$ cat src/rtl/gs_pkg.sv
// Shared types and constants for the Gauss-Seidel sweep sequencer.
// Widths, fixed-point formats, state enum.
package gs_pkg;

  localparam int N_ROWS  = 8;
  localparam int X_W     = 32;
  localparam int A_W     = 8;
  localparam int ADOWN_W = 32;
  localparam int ROW_W   = 3;
  localparam int IT_W    = 8;
  localparam int AV_W    = (N_ROWS - 1) * A_W;
  localparam int XV_W    = (N_ROWS - 1) * X_W;

  localparam int S7_24_FRAC = 24;
  localparam logic [X_W-1:0] ONE_S7_24 = 32'h0100_0000;
  localparam int S1_30_FRAC = 30;
  localparam logic [ADOWN_W-1:0] ONE_S1_30 = 32'h4000_0000;

  // Early-exit threshold on |x_new - x_old|, S7.24.
  localparam logic [X_W-1:0] CONV_TOL = 32'h0000_0100;

  typedef enum logic [2:0] {
    S_IDLE,
    S_CLR,
    S_FETCH,
    S_ISSUE,
    S_WAIT,
    S_DUMP,
    S_DONE
  } state_e;

endpackage

$ cat src/rtl/gs_sweep_ctrl_if.sv
// Bundle of all non-clock signals of gs_sweep_ctrl.
// master = sequencer side, slave = host/memory/core side.
interface gs_sweep_ctrl_if;
  import gs_pkg::*;

  logic               start;
  logic [IT_W-1:0]    iter_num;
  logic               busy;
  logic               done;
  logic               coef_rd;
  logic [ROW_W-1:0]   coef_addr;
  logic [AV_W-1:0]    coef_a;
  logic [A_W-1:0]     coef_b;
  logic [ADOWN_W-1:0] coef_adown;
  logic               core_reset;
  logic               core_valid;
  logic [AV_W-1:0]    core_a;
  logic [A_W-1:0]     core_b;
  logic [ADOWN_W-1:0] core_adown;
  logic [XV_W-1:0]    core_x;
  logic               core_ovalid;
  logic [X_W-1:0]     core_xnext;
  logic               out_valid;
  logic [ROW_W-1:0]   out_idx;
  logic [X_W-1:0]     out_x;

  modport master (
    input  start, iter_num,
    input  coef_a, coef_b, coef_adown,
    input  core_ovalid, core_xnext,
    output busy, done, coef_rd, coef_addr,
    output core_reset, core_valid,
    output core_a, core_b, core_adown, core_x,
    output out_valid, out_idx, out_x
  );

  modport slave (
    output start, iter_num,
    output coef_a, coef_b, coef_adown,
    output core_ovalid, core_xnext,
    input  busy, done, coef_rd, coef_addr,
    input  core_reset, core_valid,
    input  core_a, core_b, core_adown, core_x,
    input  out_valid, out_idx, out_x
  );

endinterface

$ cat src/rtl/gs_xvec_pack.sv
// Builds the 7-entry vector x[j], j != row, ascending j,
// lowest j in the top slice. Ports: x_i, row_i in; xv_o out.
module gs_xvec_pack
  import gs_pkg::*;
(
  input  logic [N_ROWS-1:0][X_W-1:0] x_i,
  input  logic [ROW_W-1:0]           row_i,
  output logic [XV_W-1:0]            xv_o
);

  always_comb begin
    xv_o = '0;
    for (int k = 0; k < N_ROWS - 1; k++) begin
      if (k < int'(row_i))
        xv_o[XV_W-1-k*X_W -: X_W] = x_i[k];
      else
        xv_o[XV_W-1-k*X_W -: X_W] = x_i[k+1];
    end
  end

endmodule

$ cat src/rtl/gs_sweep_ctrl.sv
// Gauss-Seidel sweep sequencer: owns x[0..7], drives the row core,
// streams results. Ports: i_clk, i_reset, bus (gs_sweep_ctrl_if.master).
// Option: GS_CONV_EARLY_EXIT_EN enables convergence early exit.
module gs_sweep_ctrl
  import gs_pkg::*;
(
  input  logic            i_clk,
  input  logic            i_reset,
  gs_sweep_ctrl_if.master bus
);

  state_e state_q, state_d;
  logic [ROW_W-1:0] row_q, row_d;
  logic [IT_W-1:0] sweep_q, sweep_d;
  logic [IT_W-1:0] iter_q, iter_d;
  logic [ROW_W-1:0] cnt_q, cnt_d;
  logic [N_ROWS-1:0][X_W-1:0] x_q, x_d;
  logic [AV_W-1:0] a_q, a_d;
  logic [A_W-1:0] b_q, b_d;
  logic [ADOWN_W-1:0] ad_q, ad_d;
  logic [XV_W-1:0] xv_q, xv_d;
  logic [XV_W-1:0] xv;
  logic early;

  gs_xvec_pack u_pack (
    .x_i   (x_q),
    .row_i (row_q),
    .xv_o  (xv)
  );

`ifdef GS_CONV_EARLY_EXIT_EN
  logic conv_q, conv_d;
  logic signed [X_W:0] diff;
  logic [X_W:0] mag;
  logic row_ok;

  // conv_q: every row so far in this sweep moved less than CONV_TOL
  always_comb begin
    diff = $signed({bus.core_xnext[X_W-1], bus.core_xnext})
         - $signed({x_q[row_q][X_W-1], x_q[row_q]});
    mag = diff[X_W] ? $unsigned(-diff) : $unsigned(diff);
    row_ok = mag < {1'b0, CONV_TOL};
    early = conv_q & row_ok & (sweep_q != '0);
    conv_d = conv_q;
    if (state_q == S_IDLE)
      conv_d = 1'b1;
    else if (state_q == S_WAIT && bus.core_ovalid)
      conv_d = (row_q == ROW_W'(N_ROWS - 1))
             ? 1'b1 : (conv_q & row_ok);
  end

  always_ff @(posedge i_clk) begin
    if (i_reset) conv_q <= 1'b1;
    else         conv_q <= conv_d;
  end
`else
  assign early = 1'b0;
`endif

  always_comb begin
    state_d = state_q;
    row_d   = row_q;
    sweep_d = sweep_q;
    iter_d  = iter_q;
    cnt_d   = cnt_q;
    x_d     = x_q;
    a_d     = a_q;
    b_d     = b_q;
    ad_d    = ad_q;
    xv_d    = xv_q;
    unique case (state_q)
      S_IDLE: begin
        if (bus.start) begin
          x_d     = '0;
          iter_d  = bus.iter_num;
          row_d   = '0;
          sweep_d = '0;
          cnt_d   = '0;
          state_d = (bus.iter_num == '0) ? S_DUMP : S_CLR;
        end
      end
      S_CLR:   state_d = S_FETCH;
      S_FETCH: begin
        a_d     = bus.coef_a;
        b_d     = bus.coef_b;
        ad_d    = bus.coef_adown;
        xv_d    = xv;
        state_d = S_ISSUE;
      end
      S_ISSUE: state_d = S_WAIT;
      S_WAIT: begin
        if (bus.core_ovalid) begin
          x_d[row_q] = bus.core_xnext;
          if (row_q != ROW_W'(N_ROWS - 1)) begin
            row_d   = row_q + 1'b1;
            state_d = S_CLR;
          end else begin
            row_d   = '0;
            sweep_d = sweep_q + 1'b1;
            if (sweep_q + 1'b1 == iter_q || early)
              state_d = S_DUMP;
            else
              state_d = S_CLR;
          end
        end
      end
      S_DUMP: begin
        cnt_d = cnt_q + 1'b1;
        if (cnt_q == ROW_W'(N_ROWS - 1))
          state_d = S_DONE;
      end
      S_DONE:  state_d = S_IDLE;
      default: state_d = S_IDLE;
    endcase
  end

  always_ff @(posedge i_clk) begin
    if (i_reset) begin
      state_q <= S_IDLE;
      row_q   <= '0;
      sweep_q <= '0;
      iter_q  <= '0;
      cnt_q   <= '0;
      x_q     <= '0;
      a_q     <= '0;
      b_q     <= '0;
      ad_q    <= '0;
      xv_q    <= '0;
    end else begin
      state_q <= state_d;
      row_q   <= row_d;
      sweep_q <= sweep_d;
      iter_q  <= iter_d;
      cnt_q   <= cnt_d;
      x_q     <= x_d;
      a_q     <= a_d;
      b_q     <= b_d;
      ad_q    <= ad_d;
      xv_q    <= xv_d;
    end
  end

  logic in_dump;
  assign in_dump = (state_q == S_DUMP);

  assign bus.busy       = (state_q != S_IDLE);
  assign bus.done       = (state_q == S_DONE);
  assign bus.coef_rd    = (state_q == S_CLR);
  assign bus.coef_addr  = (state_q == S_CLR) ? row_q : '0;
  assign bus.core_reset = (state_q == S_IDLE) || (state_q == S_CLR)
                       || in_dump || (state_q == S_DONE);
  assign bus.core_valid = (state_q == S_ISSUE);
  assign bus.core_a     = a_q;
  assign bus.core_b     = b_q;
  assign bus.core_adown = ad_q;
  assign bus.core_x     = xv_q;
  assign bus.out_valid  = in_dump;
  assign bus.out_idx    = in_dump ? cnt_q : '0;
  assign bus.out_x      = in_dump ? x_q[cnt_q] : '0;

endmodule

$ cat src/flat_wrapper.sv
// flat-port wrapper written by rule: the top's interface ports become plain ports
module gs_sweep_ctrl_flat import gs_pkg::*;
  (i_clk, i_reset, bus_start, bus_iter_num, bus_coef_a, bus_coef_b, bus_coef_adown, bus_core_ovalid, bus_core_xnext, bus_busy, bus_done, bus_coef_rd, bus_coef_addr, bus_core_reset, bus_core_valid, bus_core_a, bus_core_b, bus_core_adown, bus_core_x, bus_out_valid, bus_out_idx, bus_out_x);
  gs_sweep_ctrl_if bus_i ();
  input  logic i_clk;
  input  logic i_reset;
  input wire logic [$bits(bus_i.start)-1:0] bus_start;
  input wire logic [$bits(bus_i.iter_num)-1:0] bus_iter_num;
  input wire logic [$bits(bus_i.coef_a)-1:0] bus_coef_a;
  input wire logic [$bits(bus_i.coef_b)-1:0] bus_coef_b;
  input wire logic [$bits(bus_i.coef_adown)-1:0] bus_coef_adown;
  input wire logic [$bits(bus_i.core_ovalid)-1:0] bus_core_ovalid;
  input wire logic [$bits(bus_i.core_xnext)-1:0] bus_core_xnext;
  output wire logic [$bits(bus_i.busy)-1:0] bus_busy;
  output wire logic [$bits(bus_i.done)-1:0] bus_done;
  output wire logic [$bits(bus_i.coef_rd)-1:0] bus_coef_rd;
  output wire logic [$bits(bus_i.coef_addr)-1:0] bus_coef_addr;
  output wire logic [$bits(bus_i.core_reset)-1:0] bus_core_reset;
  output wire logic [$bits(bus_i.core_valid)-1:0] bus_core_valid;
  output wire logic [$bits(bus_i.core_a)-1:0] bus_core_a;
  output wire logic [$bits(bus_i.core_b)-1:0] bus_core_b;
  output wire logic [$bits(bus_i.core_adown)-1:0] bus_core_adown;
  output wire logic [$bits(bus_i.core_x)-1:0] bus_core_x;
  output wire logic [$bits(bus_i.out_valid)-1:0] bus_out_valid;
  output wire logic [$bits(bus_i.out_idx)-1:0] bus_out_idx;
  output wire logic [$bits(bus_i.out_x)-1:0] bus_out_x;
  assign bus_i.start = bus_start;
  assign bus_i.iter_num = bus_iter_num;
  assign bus_i.coef_a = bus_coef_a;
  assign bus_i.coef_b = bus_coef_b;
  assign bus_i.coef_adown = bus_coef_adown;
  assign bus_i.core_ovalid = bus_core_ovalid;
  assign bus_i.core_xnext = bus_core_xnext;
  assign bus_busy = bus_i.busy;
  assign bus_done = bus_i.done;
  assign bus_coef_rd = bus_i.coef_rd;
  assign bus_coef_addr = bus_i.coef_addr;
  assign bus_core_reset = bus_i.core_reset;
  assign bus_core_valid = bus_i.core_valid;
  assign bus_core_a = bus_i.core_a;
  assign bus_core_b = bus_i.core_b;
  assign bus_core_adown = bus_i.core_adown;
  assign bus_core_x = bus_i.core_x;
  assign bus_out_valid = bus_i.out_valid;
  assign bus_out_idx = bus_i.out_idx;
  assign bus_out_x = bus_i.out_x;
  gs_sweep_ctrl u_core (.i_clk(i_clk), .i_reset(i_reset), .bus(bus_i));
endmodule
$ cat config.mk
export PLATFORM = sky130hd
export DESIGN_NAME = gs_sweep_ctrl_flat
export DESIGN_NICKNAME = d
export VERILOG_FILES = /design/src/rtl/gs_pkg.sv /design/src/rtl/gs_sweep_ctrl_if.sv /design/src/rtl/gs_xvec_pack.sv /design/src/rtl/gs_sweep_ctrl.sv /design/src/flat_wrapper.sv
export SDC_FILE = /design/constraint.sdc
export NUM_CORES = 1
export LEC_CHECK = 0
export ABC_AREA = 1
export BUFFER_PORTS_ARGS = -buffer_cell sky130_fd_sc_hd__buf_2
export CORE_MARGIN = 10
export CORE_UTILIZATION = 30
export CTS_CLUSTER_DIAMETER = 200
export DETAILED_ROUTE_END_ITERATION = 10
export REMOVE_ABC_BUFFERS = 1
export SLEW_MARGIN = 30
export SYNTH_ARGS = -nofsm -noshare
export SYNTH_HDL_FRONTEND = slang
export SYNTH_HIERARCHICAL = 1
export SYNTH_SLANG_ARGS = --single-unit
export TNS_END_PERCENT = 5
$ cat constraint.sdc
create_clock -name i_clk -period 5.35 [get_ports i_clk]
set_input_delay 0.8025 -clock i_clk [delete_from_list [all_inputs] [get_ports i_clk]]
set_output_delay 0.8025 -clock i_clk [all_outputs]
set_load 0.005 [all_outputs]
Word-level counts from Yosys, hierarchy flattened
Index checks and enable logic that the tools add are counted.
- output and inout port bits: 364
- flip-flop bits (word level): 601
- logic and storage cells: 91
- input port bits: 140
- reductions and logical operators: 14
- order comparisons: 10
- muxes and demuxes: 34
- add/sub/neg operators: 3
- equal/unequal tests: 13
- operator list (cell ; number):
    $mux W256 ; 2
    $pmux W256 S2 ; 1
    $mux W32 ; 10
    $bwmux W256 ; 1
    $bmux W32 S3 ; 1
    $demux W32 S3 ; 1
    $mux W3 ; 11
    $mux W8 ; 3
    $pmux W3 S6 ; 1
    $pmux W8 S2 ; 1
    $eq A3 B3 Y1 const B ; 4
    $pmux W3 S2 ; 2
    $lt A3 B3 Y1 const A ; 3
    $add A8 B1 Y8 const B ; 1
    $eq A8 B8 Y1 ; 1
    $logic_not A8 Y1 ; 1
    $lt A3 B4 Y1 const B ; 2
    $ne A2 B2 Y1 const B ; 4
    $add A3 B1 Y3 const B ; 2
    $eq A3 B2 Y1 const B ; 2
    $lt A1 B3 Y1 const A ; 2
    $lt A2 B3 Y1 const A ; 2
    $reduce_and A3 Y1 ; 2
    $reduce_and A2 Y1 ; 2
    9 further kinds ; 12

Longest topological paths before layout
Gate-level depths: netlist of run 1.
- word-level depth: 7
- depth in mapped cells: 13

Modules after synthesis
The synthesis of run 1 kept the hierarchy.
- by module, submodules not included (module ; area each (um^2) ; sequential area each (um^2) ; cells an instance ; times used):
    gs_sweep_ctrl ; 23895.4 ; 12031.5 ; 3284 ; 1
    gs_xvec_pack ; 3145.5 ; 0.0 ; 746 ; 1

Worst setup path after synthesis of run 1
Ideal clock, no wire load.
- kind: register to output
- start: register u_core.state_q[0]
- end: output bus_out_x[22]
- buffers on the path: 1
- arrival: 1.569 ns
- cell stages (with the launch flop): 10
- setup slack: 2.978 ns
- cell sequence: dfxtp_1 > inv_1 > nor2_1 > inv_1 > nor2_2 > inv_1 > nor2_1 > clkbuf_1 > nand2_1 > nand2_1
- word-level cells in the longest chain between the ends: 2
- ends and longest elaborated chain (what ; RTL line ; source):
    start: declaration ; gs_sweep_ctrl.sv:12 ; state_e state_q, state_d;
    start signal: assignment ; gs_sweep_ctrl.sv:130 ; state_q <= state_d;
    $eq A3 B3 Y1 ; gs_sweep_ctrl.sv:144 ; assign in_dump = (state_q == S_DUMP);
    $mux W32 ; gs_sweep_ctrl.sv:159 ; assign bus.out_x = in_dump ? x_q[cnt_q] : '0;
    end: declaration ; flat_wrapper.sv:26 ; output wire logic [$bits(bus_i.out_x)-1:0] bus_out_x;
Every way passes these cells.

Final worst setup path of run 1
- start: register u_core.cnt_q[0]
- end: output bus_out_x[6]
- word-level cells in the longest chain between the ends: 3
- ends and longest elaborated chain (what ; RTL line ; source):
    start: declaration ; gs_sweep_ctrl.sv:16 ; logic [ROW_W-1:0] cnt_q, cnt_d;
    start signal: assignment ; gs_sweep_ctrl.sv:134 ; cnt_q <= cnt_d;
    $bmux W32 S3 ; gs_sweep_ctrl.sv:159 ;
    $mux W32 (not written as such) ; gs_sweep_ctrl.sv:159 ;
    $mux W32 ; gs_sweep_ctrl.sv:159 ;
Every way passes these cells. The select of a mux whose other input is x is not followed.

==> impl_metrics.tcl, run 1 <==
set metrics [dict create \
    grt_start_max_net_pins 168 \
    synth_top_family_by_area "simple AND/OR/NAND/NOR gates" \
    hold_violations 0 \
    drive_gt1_share_pct 17.0 \
    num_rows 110 \
    worst_slew_pin_slew_ns 1.06 \
    ir_worst_vdd_mv 0.209 \
    cp-start-kind "register" \
    syn_to_final_growth_pct 22.1 \
    root_buffer "clkbuf_16" \
    grt_pass1_vias 25700 \
    finalSetupTns_ns 0 \
    synth_fa_ha_area_share_pct 0.231 \
    synth-simple-area-share_pct 22.2 \
    hp-class "register to register" \
    wl_um 115000 \
    cts_buffer_depth 3 \
    ys_seq_area_share_pct 44.5 \
    path_max_fanout 73 \
    crit_path_end_kind "primary output" \
    cts_tree "built" \
    syn_avg_cell_area_um2 6.71 \
    syn_inst 4030 \
    seq_power_share_pct 41.5 \
    cp.required_ns 4.55 \
    synth_common_cells "nand2_1 (1,120), a21oi_1 (604), dfxtp_1 (601)" \
    routabilityCongestion 0.836 \
    fin_cells 5585 \
    fin_worst_skew_ns 0.0204 \
    fin_util_pct 36.8 \
    slew_headroom_pct 29.6 \
    synth.largest_area_cell "dfxtp_1" \
    clkPwrFrac_pct 45.8 \
    path_clk_slew_ns 0.06 \
    ys.flop_type "dfxtp_1" \
    status "complete, no violations" \
    grt_use_total_pct 21.2 \
    antenna_left 0 \
    cts_max_level 3 \
    synth_top_area_share_pct 44.5 \
    drc 0 \
    post-synth-top-count-cell "nand2_1" \
    p_leak_nw 14.0 \
    io_pins 504 \
    worst_ep_arrival_time_ns 3.13 \
    antenna_found_initial 2 \
    route.vias.total 28200 \
    die_w_um 320 \
    period_needed_ns 3.93 \
    synth-edff-count 0 \
    synth_seq_cells 601 \
    fmax_ghz 0.254 \
    port_buffers 503 \
    wl_per_cell_um 20.6 \
    yosys-top-cells-area "dfxtp_1 (44%), nand2_1 (16%), a21oi_1 (11%)" \
    post-dp-hpwl_um 71300 \
    place_inst 5449 \
    clk_latency_ns 0.63 \
    p_int_mw 8.30 \
    drv_slew 0 \
    pwr-share-comb_pct 12.7 \
    synthArstFlopShare_pct 0 \
    cts_buffers 74 \
    synth_compound_area_share_pct 22.2 \
    post-route-period-util_pct 73.6 \
    drt_iter0_markers 2787 \
    finalSetupViolations 0 \
    fin_nets 4494 \
    netlist_area_um2 27000 \
    grt_overflow 0 \
    p_sw_mw 3.29 \
    ctsHoldBuffers 0 \
    start_util_pct 30.1 \
    swShare_pct 28.4 \
    dr.pass1.iters 6 \
    cts_resized 0 \
    core-area_um2 89700 \
    powerDensity_nw_per_um2 351 \
    crit_type "register to primary output" \
    fp.dieH_um 320 \
    rsz0062_at_grt "false" \
    final.fill_count 9577 \
    fp.dieArea_um2 103000 \
    grt_pass1_wl_um 168000 \
    synth_mux_area_share_pct 0 \
    synth_warnings 6 \
    synth_xor_area_share_pct 0.0324 \
    postCtsSetupBuffers 0 \
    vias_per_cell 5.05 \
    maxCapViolCount 0 \
    clock_sinks 601 \
    fin_hold_ws_ns 0.438 \
    yosysUniqueCellTypes 30 \
]
cell families after synthesis:
| logic type | after synthesis |
|---|---|
| xor+xnor | 1 |
| fa+ha+maj | 5 |
| buf+inv | 728 |
| simple gates | 1514 |
| flops | 601 |
| compound gates | 1181 |
state kept, by name, summed over array words and instances, names as in the netlist:
signal,count
u_core/x_q,256
u_core/bus.core_x,224
u_core/bus.core_a,56
u_core/bus.core_adown,32
u_core/bus.core_b,8
u_core/iter_q,8
u_core/sweep_q,8
u_core/cnt_q,3
u_core/row_q,3
u_core/state_q,3
power groups by stage:
| stage | clock [mW] | sequential (mW) | combinational [mW] |
|---|---|---|---|
| final | 5.31 | 4.81 | 1.47 |
| after global routing | 5.61 | 4.84 | 1.59 |
| after CTS | 5.44 | 4.81 | 1.47 |
| after detailed placement | 0 | 4.91 | 1.47 |
| after global placement | 0 | 4.90 | 1.46 |
| after floorplan | 0 | 4.94 | 0.626 |
cell type report:
cell class	instances	area [um2]	area share [%]
tap	1176	1470	4.46
clock inverter	29	400	1.21
sequential	601	12000	36.5
antenna	1	2.50	0.00758
multi-input combinational	2701	12300	37.3
clock buffer	106	2170	6.58
inverter	416	1580	4.78
timing repair buffer	555	3020	9.13
per-layer routing:
layer  up-vias  share of wire [%]  GRT usage (%)
li1      13600                  -              -
met1     13000                 43           27.5
met2      1328                 44           33.5
met3       205                9.4           5.14
met4         0                3.6           8.36
met5         -                  0              0
placed cells by master (no fill, tap or decap), drive strengths merged:
| cell type | n |
|---|---|
| or2 | 2 |
| buf | 555 |
| nand4 | 10 |
| clkinv | 21 |
| nor4 | 2 |
| nand2 | 1121 |
| o22ai | 68 |
| o21ai | 503 |
| dfxtp | 601 |
| a211oi | 3 |
| clkbuf | 106 |
| o21a | 3 |
| inv | 415 |
| xnor2 | 1 |
| nor3 | 11 |
| a21oi | 604 |
| clkinvlp | 1 |
| diode | 1 |
| nand3 | 213 |
| ha | 5 |
| nor2 | 155 |
| bufinv | 8 |
metrics by stage:
step                total power, mW  instance area (um2)  setup WS [ns]
floorplan                      5.56                25700          -7.02
global route                   12.0                33000           1.26
detailed placement             6.38                30400           2.08
finish                         11.6                33000           1.42
global placement               6.36                30400           2.08
CTS                            11.7                33000           1.39
path summary, 6_finish.rpt:
check,from,to,slack [ns],cells after the start
worst min-delay path,u_core/bus.core_a[44],u_core/bus.core_a[44],0.44,2
worst max register to register,u_core/state_q[1],u_core/x_q[117],2.39,10
worst min register to register,u_core/bus.core_a[44],u_core/bus.core_a[44],0.44,2
worst max-delay path,u_core/cnt_q[0],bus_out_x[6],1.42,6
critical path, cell delays in order (launching register included):
cell	delay (ns)
dfxtp_4	0.80
buf_4	0.70
o21ai_0	0.20
o22ai_1	0.22
nand2_1	0.08
nand2_1	0.19
buf_2	0.16
Note: power is estimated with default switching activity, not from simulation.
==> run 2: changes to the inputs <==
- clock period: 5.35 -> 4.1 ns (I/O delays scaled with it)
==> impl_metrics.tcl, run 2 (synthesis gave the netlist of run 1 again) <==
set metrics [dict create \
    status "complete, no violations" \
    cp.required_ns 3.48 \
    finalSetupViolations 0 \
    fin_hold_ws_ns 0.271 \
    layout_commonest_cell "nand2_1" \
    grt_start_max_net_pins 142 \
    route.vias.total 28300 \
    largest_reg_flops 256 \
    busiest_layer "met2" \
    seq_power_share_pct 42.8 \
    ir_worst_vdd_mv 0.246 \
    period_needed_ns 3.51 \
    fin_worst_skew_ns 0.0213 \
    maxCapViolCount 0 \
    worst_slew_pin_slew_ns 0.994 \
    port_buffers 503 \
    crit_type "register to primary output" \
    rsz0062_at_grt "false" \
    hold_violations 0 \
    die_w_um 320 \
    use_met3_pct 5.65 \
    p_leak_nw 14.0 \
    clock_sinks 601 \
    postCtsSetupBuffers 0 \
    root_buffer "clkbuf_16" \
    p_int_mw 10.6 \
    drive_gt1_share_pct 16.9 \
    r2r_slack_ns 1.23 \
    slew_headroom_pct 33.7 \
    grt_pass1_wl_um 171000 \
    post-dp-hpwl_um 74100 \
    fmax_ghz 0.285 \
    cts_max_level 3 \
    io_pins 504 \
    wl_um 116000 \
    fp.dieArea_um2 103000 \
    num_rows 110 \
    fp.dieH_um 320 \
    path_max_fanout 86 \
    antenna_found_initial 4 \
    vias_per_cell 5.07 \
    powerDensity_nw_per_um2 447 \
    swShare_pct 28.3 \
    core-area_um2 89700 \
    place_inst 5458 \
    pwr-share-comb_pct 12.7 \
    clk_latency_ns 0.62 \
    fin_cells 5585 \
    worst_ep_arrival_time_ns 2.89 \
    dr.pass1.iters 6 \
    start_util_pct 30.1 \
    final.fill_count 9665 \
    path_clk_slew_ns 0.06 \
    drt_iter0_markers 3022 \
    cp-start-kind "register" \
    post-route-period-util_pct 85.5 \
    grt_overflow 0 \
    hp-class "input pin to register" \
    grt_use_total_pct 21.4 \
    cts_buffer_depth 3 \
    antenna_left 0 \
    clkPwrFrac_pct 44.5 \
    fin_nets 4501 \
    gr-usage-met2_pct 33.8 \
    crit_path_end_kind "primary output" \
    p_sw_mw 4.17 \
    ctsHoldBuffers 0 \
    routabilityCongestion 0.847 \
    syn_to_final_growth_pct 21.7 \
    drc 0 \
    layout_common_cells "nand2_1 (1,115), a21oi_1 (604), dfxtp_1 (597)" \
    wl_per_cell_um 20.8 \
    cts_buffers 72 \
    cts_resized 0 \
    fin_util_pct 36.7 \
    regMostFlops "u_core/x_q" \
    finalPower_mw 14.7 \
    grt_pass1_vias 26300 \
    drv_slew 0 \
    use_met1_pct 27.6 \
    cts_tree "built" \
]
## run 2: changes by cell type in the layout (fill, tap and decap cells not counted), sizes merged
cell / before / now
buf: 555 / 564
bufinv: 8 / 5
clkinv: 21 / 11
clkinvlp: 1 / 3
inv: 415 / 417
## run 2: cell type report
| cell class | count | area, um2 | area share [%] |
|---|---|---|---|
| Tap cell | 1176 | 1470 | 4.47 |
| Multi-Input combinational cell | 2701 | 12300 | 37.4 |
| Timing Repair Buffer | 564 | 3120 | 9.49 |
| Clock inverter | 20 | 244 | 0.741 |
| Antenna cell | 1 | 2.50 | 0.00760 |
| Inverter | 416 | 1570 | 4.78 |
| Clock buffer | 106 | 2130 | 6.48 |
| Sequential cell | 601 | 12000 | 36.6 |
## run 2: layer usage
| metal | up-vias | part of all wire (%) |
|---|---|---|
| met5 | - | 0.024 |
| li1 | 13700 | - |
| met3 | 244 | 9.7 |
| met2 | 1369 | 44 |
| met1 | 13000 | 42 |
| met4 | 6 | 3.7 |
## run 2: critical path, cell delays in order, from the launching register on
cell and delay, ns:
dfxtp_4 0.36, inv_4 0.63, buf_4 0.44, o21ai_0 0.12
o22ai_1 0.13, nand3_1 0.08, nand2_1 0.21, buf_2 0.17
## run 2: metrics by stage
stage | setup slack (ns) | area [um2] | setup TNS, ns
global placement | 1.24 | 30500 | 0
global route | 0.496 | 32900 | 0
floorplan | -8.27 | 25700 | -2989.32
CTS | 0.690 | 32900 | 0
finish | 0.593 | 32900 | 0
detailed placement | 1.32 | 30500 | 0
## run 2: power groups by stage
stage                     sequential [mW]  combinational, mW  clock [mW]
final                                6.31               1.87        6.55
after global routing                 6.34               2.02        6.94
after CTS                            6.31               1.87        6.69
after detailed placement             6.44               1.86           0
after global placement               6.43               1.85           0
after floorplan                      6.44              0.817           0
## run 2: final timing paths
kind | startpoint | to | cells after the start
setup / recovery | u_core/cnt_q[0] | bus_out_x[25] | 7
hold / removal | bus_coef_a[28] | u_core/bus.core_a[28] | 3
hold reg to reg | u_core/bus.core_a[35] | u_core/bus.core_a[35] | 2
setup reg to reg | u_core/row_q[2] | u_core/bus.core_x[9] | 7
